[config.mk]
export PLATFORM = sky130hd
export DESIGN_NAME = tank_pump_ctrl
export DESIGN_NICKNAME = d
export VERILOG_FILES = /design/src/rtl/tank_pump_ctrl.sv
export SDC_FILE = /design/constraint.sdc
export NUM_CORES = 1
export LEC_CHECK = 0
export ABC_AREA = 0
export BUFFER_PORTS_ARGS = -buffer_cell sky130_fd_sc_hd__buf_2
export CAP_MARGIN = 10
export CORE_UTILIZATION = 52
export DETAILED_ROUTE_END_ITERATION = 8
export PLACE_DENSITY = 0.74
export SYNTH_ARGS = -nofsm -noshare
export SYNTH_HDL_FRONTEND = slang
export SYNTH_SLANG_ARGS = --single-unit
[constraint.sdc]
create_clock -name clk -period 1.75 [get_ports clk]
set_clock_uncertainty 0.2 [all_clocks]
set_input_delay 0.35 -clock clk [delete_from_list [all_inputs] [get_ports clk]]
set_output_delay 0.35 -clock clk [all_outputs]
set_load 0.005 [all_outputs]
[src/rtl/tank_pump_ctrl.sv]
// Water-tank pump controller: debounces the level and sensor-fault flags and
// runs a hysteresis fill FSM with a latched alarm that the operator acknowledges.
module tank_pump_ctrl #(
  parameter int DEB_CYCLES   = 4,
  parameter int FILL_TIMEOUT = 1000
) (
  input  logic       clk,
  input  logic       reset,
  input  logic [1:0] C,
  input  logic [1:0] Pout,
  input  logic       ack,
  output logic       pump,
  output logic [1:0] alarm,
  output logic       fill_done,
  output logic [1:0] state_o
);

  localparam int CW = $clog2(DEB_CYCLES + 1);
  localparam int TW = $clog2(FILL_TIMEOUT);
  localparam logic [CW-1:0] CNT_LAST = CW'(DEB_CYCLES - 1);
  localparam logic [TW-1:0] TMR_LAST = TW'(FILL_TIMEOUT - 1);

  typedef enum logic [1:0] {
    IDLE  = 2'b00,
    FILL  = 2'b01,
    FULL  = 2'b10,
    FAULT = 2'b11
  } state_t;

  logic [3:0]    rawIn;
  logic [3:0]    cand_q, cand_d;
  logic [CW-1:0] cnt_q, cnt_d;
  logic [1:0]    lv_q, lv_d;
  logic [1:0]    flt_q, flt_d;

  state_t        state_q;
  logic [1:0]    alarm_q;
  logic          fill_done_q;
  logic [TW-1:0] timer_q;

  logic          sensFault;
  logic          levelFault;
  logic [1:0]    faultCode;

  assign rawIn = {Pout, C};

  // A raw value is accepted only after it has been seen unchanged for
  // DEB_CYCLES consecutive edges following the edge that first captured it.
  always_comb begin
    cand_d = cand_q;
    cnt_d  = cnt_q;
    lv_d   = lv_q;
    flt_d  = flt_q;
    if (rawIn != cand_q) begin
      cand_d = rawIn;
      cnt_d  = '0;
    end else if (cnt_q == CNT_LAST) begin
      {flt_d, lv_d} = cand_q;
    end else begin
      cnt_d = cnt_q + 1'b1;
    end
  end

  always_ff @(posedge clk) begin
    if (reset) begin
      cand_q <= 4'b0001;
      cnt_q  <= '0;
      lv_q   <= 2'b01;
      flt_q  <= 2'b00;
    end else begin
      cand_q <= cand_d;
      cnt_q  <= cnt_d;
      lv_q   <= lv_d;
      flt_q  <= flt_d;
    end
  end

  assign sensFault  = (flt_q != 2'b00);
  assign levelFault = (lv_q == 2'b10);
  assign faultCode  = sensFault ? 2'b01 : 2'b10;

  // Fill completion is tested before the timeout so that a tank reaching
  // full on the last allowed cycle is not reported as a fault.
  always_ff @(posedge clk) begin
    if (reset) begin
      state_q     <= IDLE;
      alarm_q     <= 2'b00;
      fill_done_q <= 1'b0;
      timer_q     <= '0;
    end else begin
      fill_done_q <= 1'b0;
      case (state_q)
        IDLE: begin
          if (sensFault || levelFault) begin
            state_q <= FAULT;
            alarm_q <= faultCode;
          end else if (lv_q == 2'b00) begin
            state_q <= FILL;
            timer_q <= '0;
          end
        end
        FILL: begin
          if (sensFault || levelFault) begin
            state_q <= FAULT;
            alarm_q <= faultCode;
          end else if (lv_q == 2'b11) begin
            state_q     <= FULL;
            fill_done_q <= 1'b1;
          end else if (timer_q == TMR_LAST) begin
            state_q <= FAULT;
            alarm_q <= 2'b11;
          end else begin
            timer_q <= timer_q + 1'b1;
          end
        end
        FULL: begin
          if (sensFault || levelFault) begin
            state_q <= FAULT;
            alarm_q <= faultCode;
          end else if (lv_q == 2'b00) begin
            state_q <= FILL;
            timer_q <= '0;
          end
        end
        FAULT: begin
          if (ack && !sensFault && !levelFault) begin
            state_q <= IDLE;
            alarm_q <= 2'b00;
          end
        end
        default: state_q <= IDLE;
      endcase
    end
  end

  assign pump      = (state_q == FILL);
  assign alarm     = alarm_q;
  assign fill_done = fill_done_q;
  assign state_o   = state_q;

endmodule

==> results.py, run 1 <==
metrics = {
    "die": {
        "core_region_area_mm2": 0.00257,
        "die_w_um": 55.3,
        "die_h_um": 55.3,
        "dieArea_mm2": 0.00305,
        "ios": 13,
        "start_util_pct": 57.5,
        "fp-row-count": 18,
    },
    "timing": {
        "setup-violations-final": 3,
        "layout_worst_path_cycle_share_pct": 104,
        "min_period_ns": 1.81,
        "slew_violations": 0,
        "fin_setup_tns_ns": -0.136,
        "rsz0062_at_grt": "yes",
        "worst_slew_pin_slew_ns": 0.342,
        "fmax_ghz": 0.552,
        "worst_slack_ns": -0.0629,
        "maxSlewHeadroom_pct": 77.0,
        "hold_viol_final": 0,
    },
    "setup_path": {
        "r2r-end": "alarm[0]",
        "end_kind": "flip-flop",
        "cp_data_required_time_ns": 1.82,
        "r2r_cells": 4,
        "worstSetupStartpointType": "flip-flop",
        "crit_type": "flip-flop to flip-flop",
        "r2r_slack_ns": -0.06,
        "cp_data_arrival_time_ns": 1.89,
        "r2r_start": "timer_q[3]",
        "cp_max_fo": 3,
    },
    "final_layout": {
        "final_common_cell": "buf_4",
        "drive_gt1_share_pct": 36.0,
        "syn2layout_area_growth_pct": 31.7,
        "nets": 222,
        "final_cell_mix": "31 x buf_4, 18 x dfxtp_1, 12 x nand2_1, 12 x buf_2, 11 x nand3_1",
        "utilization_pct": 75.7,
        "nFillCells": 198,
        "antenna_cells": 0,
        "stdcell_count": 241,
    },
    "place": {
        "dp_hpwl_mm": 2.73,
        "port-buffer-count": 12,
        "dp_cells": 233,
        "gp_congestion": 0.835,
        "pre_cts_ws_ns": -0.0459,
    },
    "yosys": {
        "ys_top_cells_by_area": "dfxtp_1 35%, nand3_1 4.4%, o211ai_1 3.6%",
        "syn_avg_cell_area_um2": 8.48,
        "synthCells": 174,
        "synth_seq_cells": 26,
        "synth_edf_count": 0,
        "synth_ff_type": "dfxtp_1",
        "netlist_area_mm2": 0.00148,
        "synth_seq_area_share_pct": 35.3,
        "yosys_warnings": 0,
        "ys_types": 45,
        "yosysTopAreaCellShare_pct": 35.3,
        "async_flop_share_pct": 0,
        "syn_nets": 184,
        "synth_top_area_cell": "dfxtp_1",
    },
    "power_and_ir_drop": {
        "p_leak_nw": 0.700,
        "powerDensity_mw_per_mm2": 550,
        "ir_drop_mv": 0.600,
        "total_power_mw": 1.07,
    },
    "run": {
        "cap_violations": 0,
    },
    "drt": {
        "drt-total-wl_mm": 4.03,
        "drt-pass1-iter-count": 4,
        "drt_iter0_markers": 54,
        "num_vias": 1524,
        "antenna_left": 0,
        "vias_per_cell": 6.32,
        "drcViolationCount": 0,
        "wl_per_cell_um": 16.7,
    },
    "hold_path": {
        "hold_end": "cand_q[0]",
        "min_from": "C[0]",
        "holdPathStages": 2,
        "hp-class": "input pin to flip-flop",
    },
    "status": {
        "status": "complete, but fails checks",
        "violations": "negative setup slack",
    },
    "clock_network": {
        "clock-root-buffer": "clkbuf_4",
        "numCtsBuffers": 3,
        "insertion_delay_ns": 0.33,
        "h-tree-depth": 1,
        "clock-sinks": 26,
        "clk_path_buf_depth": 2,
        "cts.clk_slew.worst_paths_ns": 0.15,
        "ctsHoldBuffers": 0,
        "cts_tree": "yes",
    },
    "global_routing": {
        "grt_pass1_vias": 1416,
        "grt_max_degree": 27,
        "antenna_found_initial": 0,
        "grt_pass1_wl_mm": 6.38,
        "grt_overflow": 0,
        "grt.total_usage_pct": 25.9,
    },
}
-- synth_stat cells, types with 3 or more instances --
cell type	n
a21oi_1	8
a31oi_1	3
clkbuf_1	8
dfxtp_1	26
ha_1	3
inv_1	5
mux2i_1	3
nand2_1	13
nand3_1	13
nand4_1	3
nor2_1	9
nor2b_1	8
nor3_1	7
nor3b_1	3
o2111ai_1	5
o211ai_1	7
o21ai_0	7
o21ai_1	3
o311ai_1	4
xnor2_1	4
-- flip-flops by register name (all words and copies together) (netlist names) --
signal,cells
cnt_q,3
timer_q,10
fill_done,1
lv_q,2
flt_q,2
alarm,2
state_o,2
cand_q,4
-- area by class of cell --
class	count	area (µm²)	area share, %
multi-input cells	131	963	49.6
flip-flops and latches	26	533	27.4
repair buffers	45	338	17.4
well taps	30	37.5	1.93
clock inverters	1	30.0	1.55
clock buffers	3	22.5	1.16
inverters	5	18.8	0.966
-- power by group --
group          switching [mW]  total (mW)  internal, mW
combinational          0.0289      0.0483        0.0194
sequential            0.00385       0.600         0.596
clock                   0.189       0.421         0.232
-- what timing repair did --
| action | CTS | global route |
|---|---|---|
| endpoints found under the hold margin | 0 | 0 |
| resized for setup | 9 | 12 |
| cloned | 0 | 1 |
| pin swaps | 4 | 2 |
| setup buffers | 2 | 1 |
| endpoints found under the setup margin | 12 | 11 |
-- logic make-up (layout without fill, tap and decap cells) --
group,after synthesis,in the layout,synth area share (%)
AND/OR/NAND/NOR,74,74,30.4
AO/OA/AOI/OAI,46,46,21.8
flip-flops,26,26,35.3
buffers and inverters,17,54,5.00
XOR/XNOR,5,5,2.97
adder cells (fa/ha/maj),3,3,2.54
multiplexers,3,3,2.04
-- worst max-delay path, cell delays in order, from the launching register on --
cell	delay, ns
dfxtp_2	0.34
nand4bb_4	0.22
or4_4	0.54
a211oi_4	0.26
mux2i_1	0.20
-- worst max path at each step --
| stage | from | endpoint | slack, ns | depth (start not counted) |
|---|---|---|---|---|
| finish | timer_q[3] | alarm[0] | -0.06 | 4 |
| CTS | timer_q[3] | alarm[0] | -0.06 | 4 |
| floorplan | lv_q[1] | timer_q[2] | -0.05 | 5 |
| global placement | lv_q[1] | timer_q[2] | -0.03 | 5 |
| detailed placement | lv_q[1] | timer_q[2] | -0.05 | 5 |
| global route | timer_q[3] | alarm[1] | -0.14 | 4 |
-- metal layers --
metal	up-vias	GRT usage, %	wire length, µm
met4	0	11.1	59
met1	736	35.4	1740
li1	731	-	-
met3	6	2.58	172
met2	51	41.5	2060
met5	-	0	0
-- per-stage QoR --
step / hold WS [ns] / area, µm²
floorplan: 0.251 / 1500
global placement: 0.250 / 1750
detailed placement: 0.249 / 1750
CTS: 0.0253 / 1860
global route: 0.0212 / 1940
finish: 0.0276 / 1940
Power figures use the tool's default switching activity.
==> inputs of run 2 (changes only) <==
--- a/config.mk
+++ b/config.mk
@@ -8,9 +8,9 @@
 export ABC_AREA = 0
 export BUFFER_PORTS_ARGS = -buffer_cell sky130_fd_sc_hd__buf_2
 export CAP_MARGIN = 10
-export CORE_UTILIZATION = 52
+export CORE_UTILIZATION = 58
 export DETAILED_ROUTE_END_ITERATION = 8
-export PLACE_DENSITY = 0.74
+export PLACE_DENSITY = 0.78
 export SYNTH_ARGS = -nofsm -noshare
 export SYNTH_HDL_FRONTEND = slang
 export SYNTH_SLANG_ARGS = --single-unit
==> constraint.sdc (replaced) <==
create_clock -name clk -period 1.7 [get_ports clk]
set_clock_uncertainty 0.2 [all_clocks]
set_input_delay 0 -clock clk [delete_from_list [all_inputs] [get_ports clk]]
set_output_delay 0 -clock clk [all_outputs]
set_load 0.005 [all_outputs]
==> results.py, run 2 (same netlist as run 1, synthesis figures left out) <==
metrics = {
    "status": {
        "status": "complete, but fails checks",
        "violations": "negative setup slack",
    },
    "clock_network": {
        "h-tree-depth": 1,
        "numCtsBuffers": 3,
        "cts.clk_slew.worst_paths_ns": 0.17,
        "clk_path_buf_depth": 2,
        "insertion_delay_ns": 0.36,
        "cts_tree": "yes",
        "clock-sinks": 26,
        "clock-root-buffer": "clkbuf_4",
    },
    "drt": {
        "drt-pass1-iter-count": 5,
        "wl_per_cell_um": 22.5,
        "drt_iter0_markers": 129,
        "num_vias": 1815,
        "drcViolationCount": 0,
        "antenna_left": 0,
        "drt-total-wl_mm": 5.74,
        "vias_per_cell": 7.12,
    },
    "hold_path": {
        "hold_end": "alarm[0]",
        "min_from": "alarm[0]",
        "hp-class": "flip-flop to flip-flop",
        "holdPathStages": 2,
    },
    "timing": {
        "maxSlewHeadroom_pct": 62.8,
        "layout_worst_path_cycle_share_pct": 110,
        "min_period_ns": 1.87,
        "setup-violations-final": 14,
        "hold_viol_final": 0,
        "slew_violations": 0,
        "fmax_ghz": 0.534,
        "rsz0062_at_grt": "yes",
        "worst_slack_ns": -0.174,
        "worst_slew_pin_slew_ns": 0.558,
    },
    "place": {
        "dp_cells": 235,
        "port-buffer-count": 12,
        "gp_congestion": 0.899,
        "pre_cts_ws_ns": -0.135,
        "dp_hpwl_mm": 2.60,
    },
    "setup_path": {
        "cp_data_arrival_time_ns": 1.98,
        "r2r_slack_ns": -0.17,
        "cp_max_fo": 2,
        "end_kind": "flip-flop",
        "crit_type": "flip-flop to flip-flop",
        "r2r_start": "timer_q[3]",
        "r2r-end": "alarm[1]",
        "cp_data_required_time_ns": 1.80,
        "worstSetupStartpointType": "flip-flop",
        "r2r_cells": 4,
    },
    "global_routing": {
        "antenna_found_initial": 0,
        "grt.total_usage_pct": 39.4,
        "grt_max_degree": 22,
        "grt_pass1_vias": 1619,
        "grt_overflow": 0,
        "grt_pass1_wl_mm": 7.83,
    },
    "final_layout": {
        "final_common_cell": "buf_4",
        "nets": 238,
        "largest_reg_flops": 10,
        "syn2layout_area_growth_pct": 43.6,
        "final_cell_mix": "33 x buf_4, 16 x dfxtp_1, 13 x buf_2",
        "top_regs": "timer_q (10), cand_q (4), cnt_q (3)",
        "regMostFlops": "timer_q",
        "drive_gt1_share_pct": 38.8,
        "nFillCells": 93,
        "antenna_cells": 0,
        "stdcell_count": 255,
    },
    "die": {
        "ios": 13,
        "core_region_area_mm2": 0.00230,
        "start_util_pct": 64.2,
        "fp-row-count": 17,
        "die_w_um": 52.4,
        "die_h_um": 52.4,
        "dieArea_mm2": 0.00275,
    },
    "power_and_ir_drop": {
        "total_power_mw": 1.04,
        "ir_drop_mv": 0.596,
        "p_leak_nw": 0.782,
        "powerDensity_mw_per_mm2": 491,
    },
    "run": {
        "cap_violations": 0,
    },
}
## run 2: worst max path at each step
| stage | from | to | slack [ns] | cells past startpoint |
|---|---|---|---|---|
| global placement | lv_q[1] | timer_q[2] | -0.12 | 5 |
| global route | cnt_q[0] | flt_q[0] | -0.49 | 5 |
| CTS | timer_q[3] | alarm[1] | -0.14 | 4 |
| detailed placement | lv_q[1] | timer_q[2] | -0.14 | 5 |
| floorplan | lv_q[1] | timer_q[2] | -0.1 | 5 |
| finish | timer_q[3] | alarm[1] | -0.17 | 4 |
## run 2: cell type report
| cell class | instances | area (µm²) | area share, % |
|---|---|---|---|
| repair buffers | 61 | 473 | 22.3 |
| multi-input cells | 131 | 1020 | 48.0 |
| well taps | 28 | 35.0 | 1.65 |
| clock buffers | 4 | 36.3 | 1.71 |
| inverters | 5 | 18.8 | 0.886 |
| flip-flops and latches | 26 | 538 | 25.4 |
## run 2: power breakdown
| group | leakage (nW) | switching (mW) | internal [mW] |
|---|---|---|---|
| logic | 0.546 | 0.0385 | 0.0334 |
| clock network | 0.0210 | 0.219 | 0.132 |
| registers | 0.215 | 0.00543 | 0.612 |
## run 2: stage by stage
stage	util (%)	cell area [µm²]	hold WS, ns	TNS, ns
3_5_place_dp	77.5	1780	0.0224	-0.774
3_3_place_gp	77.5	1780	0.0157	-0.452
2_1_floorplan	-	1500	-0.0934	-0.339
5_1_grt	92.2	2120	0.300	-2.44
6_report	92.2	2120	0.271	-1.30
4_1_cts	88.3	2030	0.271	-0.592
## run 2: per-layer routing
layer  up-vias  track usage, %  wire length [µm]
met5         -               0                 0
met4         0            22.8               499
met3        67            4.35               645
met2       170            65.8              2570
met1       814            48.2              2030
li1        764               -                 -
## run 2: what timing repair did
item                                    CTS  global route
gates cloned                              1             0
buffers inserted                          2             3
pin swaps                                 5             3
gates resized for setup                  17            18
hold endpoints to repair                 18             0
endpoints found under the setup margin   13            13
hold buffers                             10             0
## run 2: critical path: stages (launching register included)
cell       delay [ns]
dfxtp_2          0.36
nand4bb_4        0.23
or4_4            0.56
a211oi_4         0.26
mux2i_1          0.22
